### src/rtl/param_register_file.sv
// Dual-write, dual-read register file with a DEPTH-cycle clear sweep (also entered on reset).
// Optional macro REGFILE_BYPASS_EN forwards same-cycle write data to the read ports.
module param_register_file #(
    parameter int DATA_W   = 16,
    parameter int ADDR_W   = 3,
    parameter int ZERO_REG = 0
) (
    input  logic              clock,
    input  logic              reset,
    input  logic [ADDR_W-1:0] ra,
    input  logic [ADDR_W-1:0] rb,
    input  logic [ADDR_W-1:0] rw1,
    input  logic [ADDR_W-1:0] rw2,
    input  logic              we1,
    input  logic              we2,
    input  logic [DATA_W-1:0] busw1,
    input  logic [DATA_W-1:0] busw2,
    input  logic              clear,
    output logic [DATA_W-1:0] busa,
    output logic [DATA_W-1:0] busb,
    output logic              busy,
    output logic              collision
);

    localparam int                DEPTH     = 2**ADDR_W;
    localparam logic [ADDR_W:0]   LAST_IDX  = (ADDR_W+1)'(DEPTH-1);
    localparam logic [ADDR_W:0]   CNT_ONE   = (ADDR_W+1)'(1);
    localparam logic [ADDR_W-1:0] ZERO_ADDR = '0;

    typedef enum logic [0:0] {
        IDLE  = 1'b0,
        SWEEP = 1'b1
    } state_t;

    state_t              r_state;
    state_t              w_state_nx;
    logic [ADDR_W:0]     r_cnt;
    logic [ADDR_W:0]     w_cnt_nx;
    logic                r_busy;
    logic                r_collision;
    logic [DATA_W-1:0]   r_mem [DEPTH];

    logic                w_wr1_ok;
    logic                w_wr2_ok;
    logic                w_coll_nx;
    logic [DATA_W-1:0]   w_busa;
    logic [DATA_W-1:0]   w_busb;

    // Qualify writes: only in IDLE, and never into a hard-wired zero register.
    always_comb begin
        w_wr1_ok  = (r_state == IDLE) && we1 && !((ZERO_REG != 0) && (rw1 == ZERO_ADDR));
        w_wr2_ok  = (r_state == IDLE) && we2 && !((ZERO_REG != 0) && (rw2 == ZERO_ADDR));
        // Collision is about the two ports aiming at one address, even if that address is 0.
        w_coll_nx = (r_state == IDLE) && we1 && we2 && (rw1 == rw2);
    end

    // Next-state and sweep-counter logic.
    always_comb begin
        w_state_nx = r_state;
        w_cnt_nx   = r_cnt;
        case (r_state)
            IDLE: begin
                if (clear) begin
                    w_state_nx = SWEEP;
                    w_cnt_nx   = '0;
                end else begin
                    w_state_nx = IDLE;
                    w_cnt_nx   = r_cnt;
                end
            end
            SWEEP: begin
                // Counter is one bit wider than the address, and the last index exits, so it never wraps.
                if (r_cnt == LAST_IDX) begin
                    w_state_nx = IDLE;
                    w_cnt_nx   = '0;
                end else begin
                    w_state_nx = SWEEP;
                    w_cnt_nx   = r_cnt + CNT_ONE;
                end
            end
            default: begin
                w_state_nx = IDLE;
                w_cnt_nx   = '0;
            end
        endcase
    end

    // State, counter and status registers; reset forces a fresh sweep from index 0.
    always_ff @(posedge clock) begin
        if (reset) begin
            r_state     <= SWEEP;
            r_cnt       <= '0;
            r_busy      <= 1'b1;
            r_collision <= 1'b0;
        end else begin
            r_state     <= w_state_nx;
            r_cnt       <= w_cnt_nx;
            r_busy      <= (w_state_nx == SWEEP);
            r_collision <= w_coll_nx;
        end
    end

    // Storage array: sweep zeroes one entry per cycle; in IDLE port 1 is written last so it wins.
    always_ff @(posedge clock) begin
        if (!reset) begin
            if (r_state == SWEEP) begin
                r_mem[r_cnt[ADDR_W-1:0]] <= '0;
            end else begin
                if (w_wr2_ok) begin
                    r_mem[rw2] <= busw2;
                end
                if (w_wr1_ok) begin
                    r_mem[rw1] <= busw1;
                end
            end
        end
    end

    // Read port A.
    always_comb begin
        w_busa = '0;
        if (r_state == SWEEP) begin
            w_busa = '0;
        end else if ((ZERO_REG != 0) && (ra == ZERO_ADDR)) begin
            w_busa = '0;
`ifdef REGFILE_BYPASS_EN
        end else if (w_wr1_ok && (rw1 == ra)) begin
            w_busa = busw1;
        end else if (w_wr2_ok && (rw2 == ra)) begin
            w_busa = busw2;
`endif
        end else begin
            w_busa = r_mem[ra];
        end
    end

    // Read port B.
    always_comb begin
        w_busb = '0;
        if (r_state == SWEEP) begin
            w_busb = '0;
        end else if ((ZERO_REG != 0) && (rb == ZERO_ADDR)) begin
            w_busb = '0;
`ifdef REGFILE_BYPASS_EN
        end else if (w_wr1_ok && (rw1 == rb)) begin
            w_busb = busw1;
        end else if (w_wr2_ok && (rw2 == rb)) begin
            w_busb = busw2;
`endif
        end else begin
            w_busb = r_mem[rb];
        end
    end

    assign busa      = w_busa;
    assign busb      = w_busb;
    assign busy      = r_busy;
    assign collision = r_collision;

endmodule

### config.mk
export PLATFORM = sky130hd
export DESIGN_NAME = param_register_file
export DESIGN_NICKNAME = d
export VERILOG_FILES = /design/src/rtl/param_register_file.sv
export SDC_FILE = /design/constraint.sdc
export NUM_CORES = 1
export LEC_CHECK = 0
export ABC_AREA = 1
export CAP_MARGIN = 15
export CORE_ASPECT_RATIO = 1.1
export CORE_MARGIN = 4
export CORE_UTILIZATION = 35
export DETAILED_ROUTE_END_ITERATION = 12
export SLEW_MARGIN = 15
export SYNTH_ARGS = -nofsm -noshare
export SYNTH_HDL_FRONTEND = slang
export SYNTH_SLANG_ARGS = --single-unit
export TNS_END_PERCENT = 10
### constraint.sdc
create_clock -name clock -period 2.65 [get_ports clock]
set_input_delay 0.53 -clock clock [delete_from_list [all_inputs] [get_ports clock]]
set_output_delay 0.53 -clock clock [all_outputs]
set_load 0.005 [all_outputs]
==> results.md <==
* Status: complete, but fails checks
* Failing checks: setup timing
* Vias in the first global route at 8497
* Initial Util at 35.9%
* Cell count after synthesis at 1286
* FF-to-FF Start: busy$_SDFF_PP1_
* Final WL at 30.0 mm
* Final WS setup at -141 ps
* Core box area at 0.0255 mm^2
* CTS tree: built
* Period utilisation layout at 105%
* Critical-path cell list: clkdlybuf4s50_1, buf_6, buf_4, nand3_1, nand2_1, nor2_1, nor2_2, clkdlybuf4s50_1
* Port bufs at 82
* Actual slew at the worst max-slew pin at 651 ps
* Post-synth cell types at 27
* Antenna cells at 0
* Initial drt markers at 809
* Layout Cells excl Fill at 1736
* Post-DRT Antenna Nets at 0
* Share of layout cells above drive strength 1 at 14.8%
* Area delta synth->final at 23.8%
* TritonCTS buffer count at 17
* Die height at 178 um
* Most frequent cells in the layout: nand2_1 (492), nand3_1 (169), o21ai_1 (129)
* First-pass GRT wire length at 46.4 mm
* Largest net degree at the start of global routing at 53
* R2R setup slack at 660 ps
* Critical path type: in -> out
* Hold WC Path Type: reg -> reg
* Final Cell Area at 0.0113 mm^2
* CP Data Required Time at 2120 ps
* Clk sink count at 134
* Post-DP Area at 0.0106 mm^2
* VDD IR-drop max at 448 uV
* Final-layout fill cell count at 2617
* Post-synth ARST share at 0%
* Clock Tree Root: clkbuf_16
* Overall Global Routing Usage at 21.1%
* Min cycle time layout at 2790 ps
* Hold Buf Count CTS at 0
* Placed Cells at 1704
* Final total power at 5.60 mW
* Top Ports at 83
* Reg clk slew, reported paths at 60 ps
* Mapped Area at 0.00914 mm^2
* Worst Setup Start Kind: primary input
* Hold Path Depth at 2
* Syn Area/Cell at 7.11 um^2
* Detailed-route wire length per cell at 17.3 um
* Htree depth at 4
* Slew Viols, Final at 0
* Row count at 61
* Die ar. at 0.0288 mm^2
* HP Start: r_cnt[3]$_SDFFE_PP0P_
* Final setup fails at 3
* Flip-flop and latch count after synthesis at 134
* Mapped Nets at 1336
* Max Buffers Root-to-Sink at 2
* Routability cong. at 0.844
* Commonest non-fill, non-tap cell in the layout: nand2_1
* Overflow after GRT at 0
* Antenna violations before repair at 0
* Post-synth EDFFs at 128
* Nets at 1427
* Hold Path Sink: r_cnt[3]$_SDFFE_PP0P_
* Slowest CP cell: clkdlybuf4s50_1
* Reg2reg path depth at 7
* Residual DRC at 0
* Final Hold Fails at 0
* Register area share after synthesis at 43.4%
* RR Endpoint: r_mem[0][7]$_DFFE_PP_
* Delay-heaviest family, CP: buffers and inverters
* Top cell by count, worst path: clkdlybuf4s50_1
* Fmax at 358 MHz
* Clk_skew at 6.92 ps
* Rel. slew slack at 56.4%
* Vias per inst at 5.06
* Die Wd at 162 um
* Drt first pass iters at 8
* Unrepaired setup endpoints after global routing: true
* Critical Path Max Stage Delay at 540 ps
* Via count at 8792
* CP endpoint kind: output port
* Clk Latency, worst-skew pair at 420 ps
* Max-cap viol count at 0
* PD cells at 495 mW/mm^2
* Worst EP arrival at 2260 ps
* LEAKAGE at 5.03 nW
* Setup_tns at -335 ps
* Crit path buf inv count at 4
* Crit path max fanout at 7
* Main synth FF type: edfxtp_1
* Hpwl dp at 20.3 mm
* Yosys warns at 0
area by class of cell:
type                    instances  area, um^2  share of cell area (%)
multi-input cells             899        4020                    35.5
flip-flops and latches        134        3960                    35.0
repair buffers                148        1550                    13.7
inverters                     177         724                    6.40
well taps                     346         433                    3.83
clock buffers                  17         425                    3.76
clock inverters                15         200                    1.77
worst max-delay path by stage:
stage           from               endpoint  cells past startpoint
6_report       rb[1]                busb[9]                      8
5_1_grt        rb[1]                busb[9]                      8
4_1_cts        rb[1]                busb[5]                      8
3_5_place_dp   rb[1]                busb[5]                      9
3_3_place_gp   ra[1]                busa[2]                      7
2_1_floorplan    we2  r_mem[0][0]$_DFFE_PP_                      8
synthesized netlist by cell type (2+ instances only):
library cell    n  area (um^2)
inv_1         106          398
nand4_4         8          170
clkbuf_1       38          143
nor2_2         16          100
o211ai_1        2         15.0
o21ai_0         2         10.0
o21ai_1       129          646
buf_4           5         37.5
a21oi_1         4         20.0
nor2_1         71          267
edfxtp_1      128         3840
buf_6          21          236
buf_1           6         22.5
nand3_1       169          846
nand2_1       492         1850
clkinv_2       44          220
inv_2          25         93.8
buf_2           6         30.0
dfxtp_1         6          120
flip-flops by register name (all words and copies together), names as in the netlist:
signal	cells
busy	1
r_mem	128
collision	1
r_cnt	4
metrics by stage:
step                util, %  setup slack, ps  hold WS [ps]
floorplan                 -              548           451
detailed placement     41.7             -268           483
CTS                    44.2             -196           492
global route           44.4             -234           520
global placement       41.7             -276           476
finish                 44.4             -141           494
what timing repair did:
action                     4_1_cts  5_1_grt
pin swaps                        0        2
resized for setup               19       15
buffers inserted                 0        0
setup endpoints to repair       32       23
worst register-to-register path, cell delays in order, from the launching register on:
cell	delay (ps)
dfxtp_1	330
buf_4	170
nor2_4	160
nand2_1	250
buf_4	310
nor2_2	420
nand2_1	120
o21ai_1	90
logic make-up (layout without fill, tap and decap cells):
group           Yosys count  after routing  synth area share (%)
compound gates          137            137                  7.56
fa+ha+maj                 1              1                 0.137
buf+inv                 253            357                  13.0
flops                   134            134                  43.4
simple gates            761            761                  35.9
layer usage:
| layer | GRT usage (%) | vias to the layer above | share of wire, % |
|---|---|---|---|
| met2 | 36.2 | 393 | 48 |
| met5 | 0 | - | 0 |
| met1 | 27.1 | 4064 | 41 |
| li1 | - | 4284 | - |
| met4 | 7.23 | 0 | 2.2 |
| met3 | 3.32 | 51 | 8.2 |
power breakdown:
group / switching (mW) / leakage, nW / internal [mW]
clock network: 0.964 / 0.298 / 1.58
registers: 0.0195 / 1.29 / 2.35
logic: 0.423 / 3.44 / 0.259
Note: power is estimated with default switching activity, not from simulation.
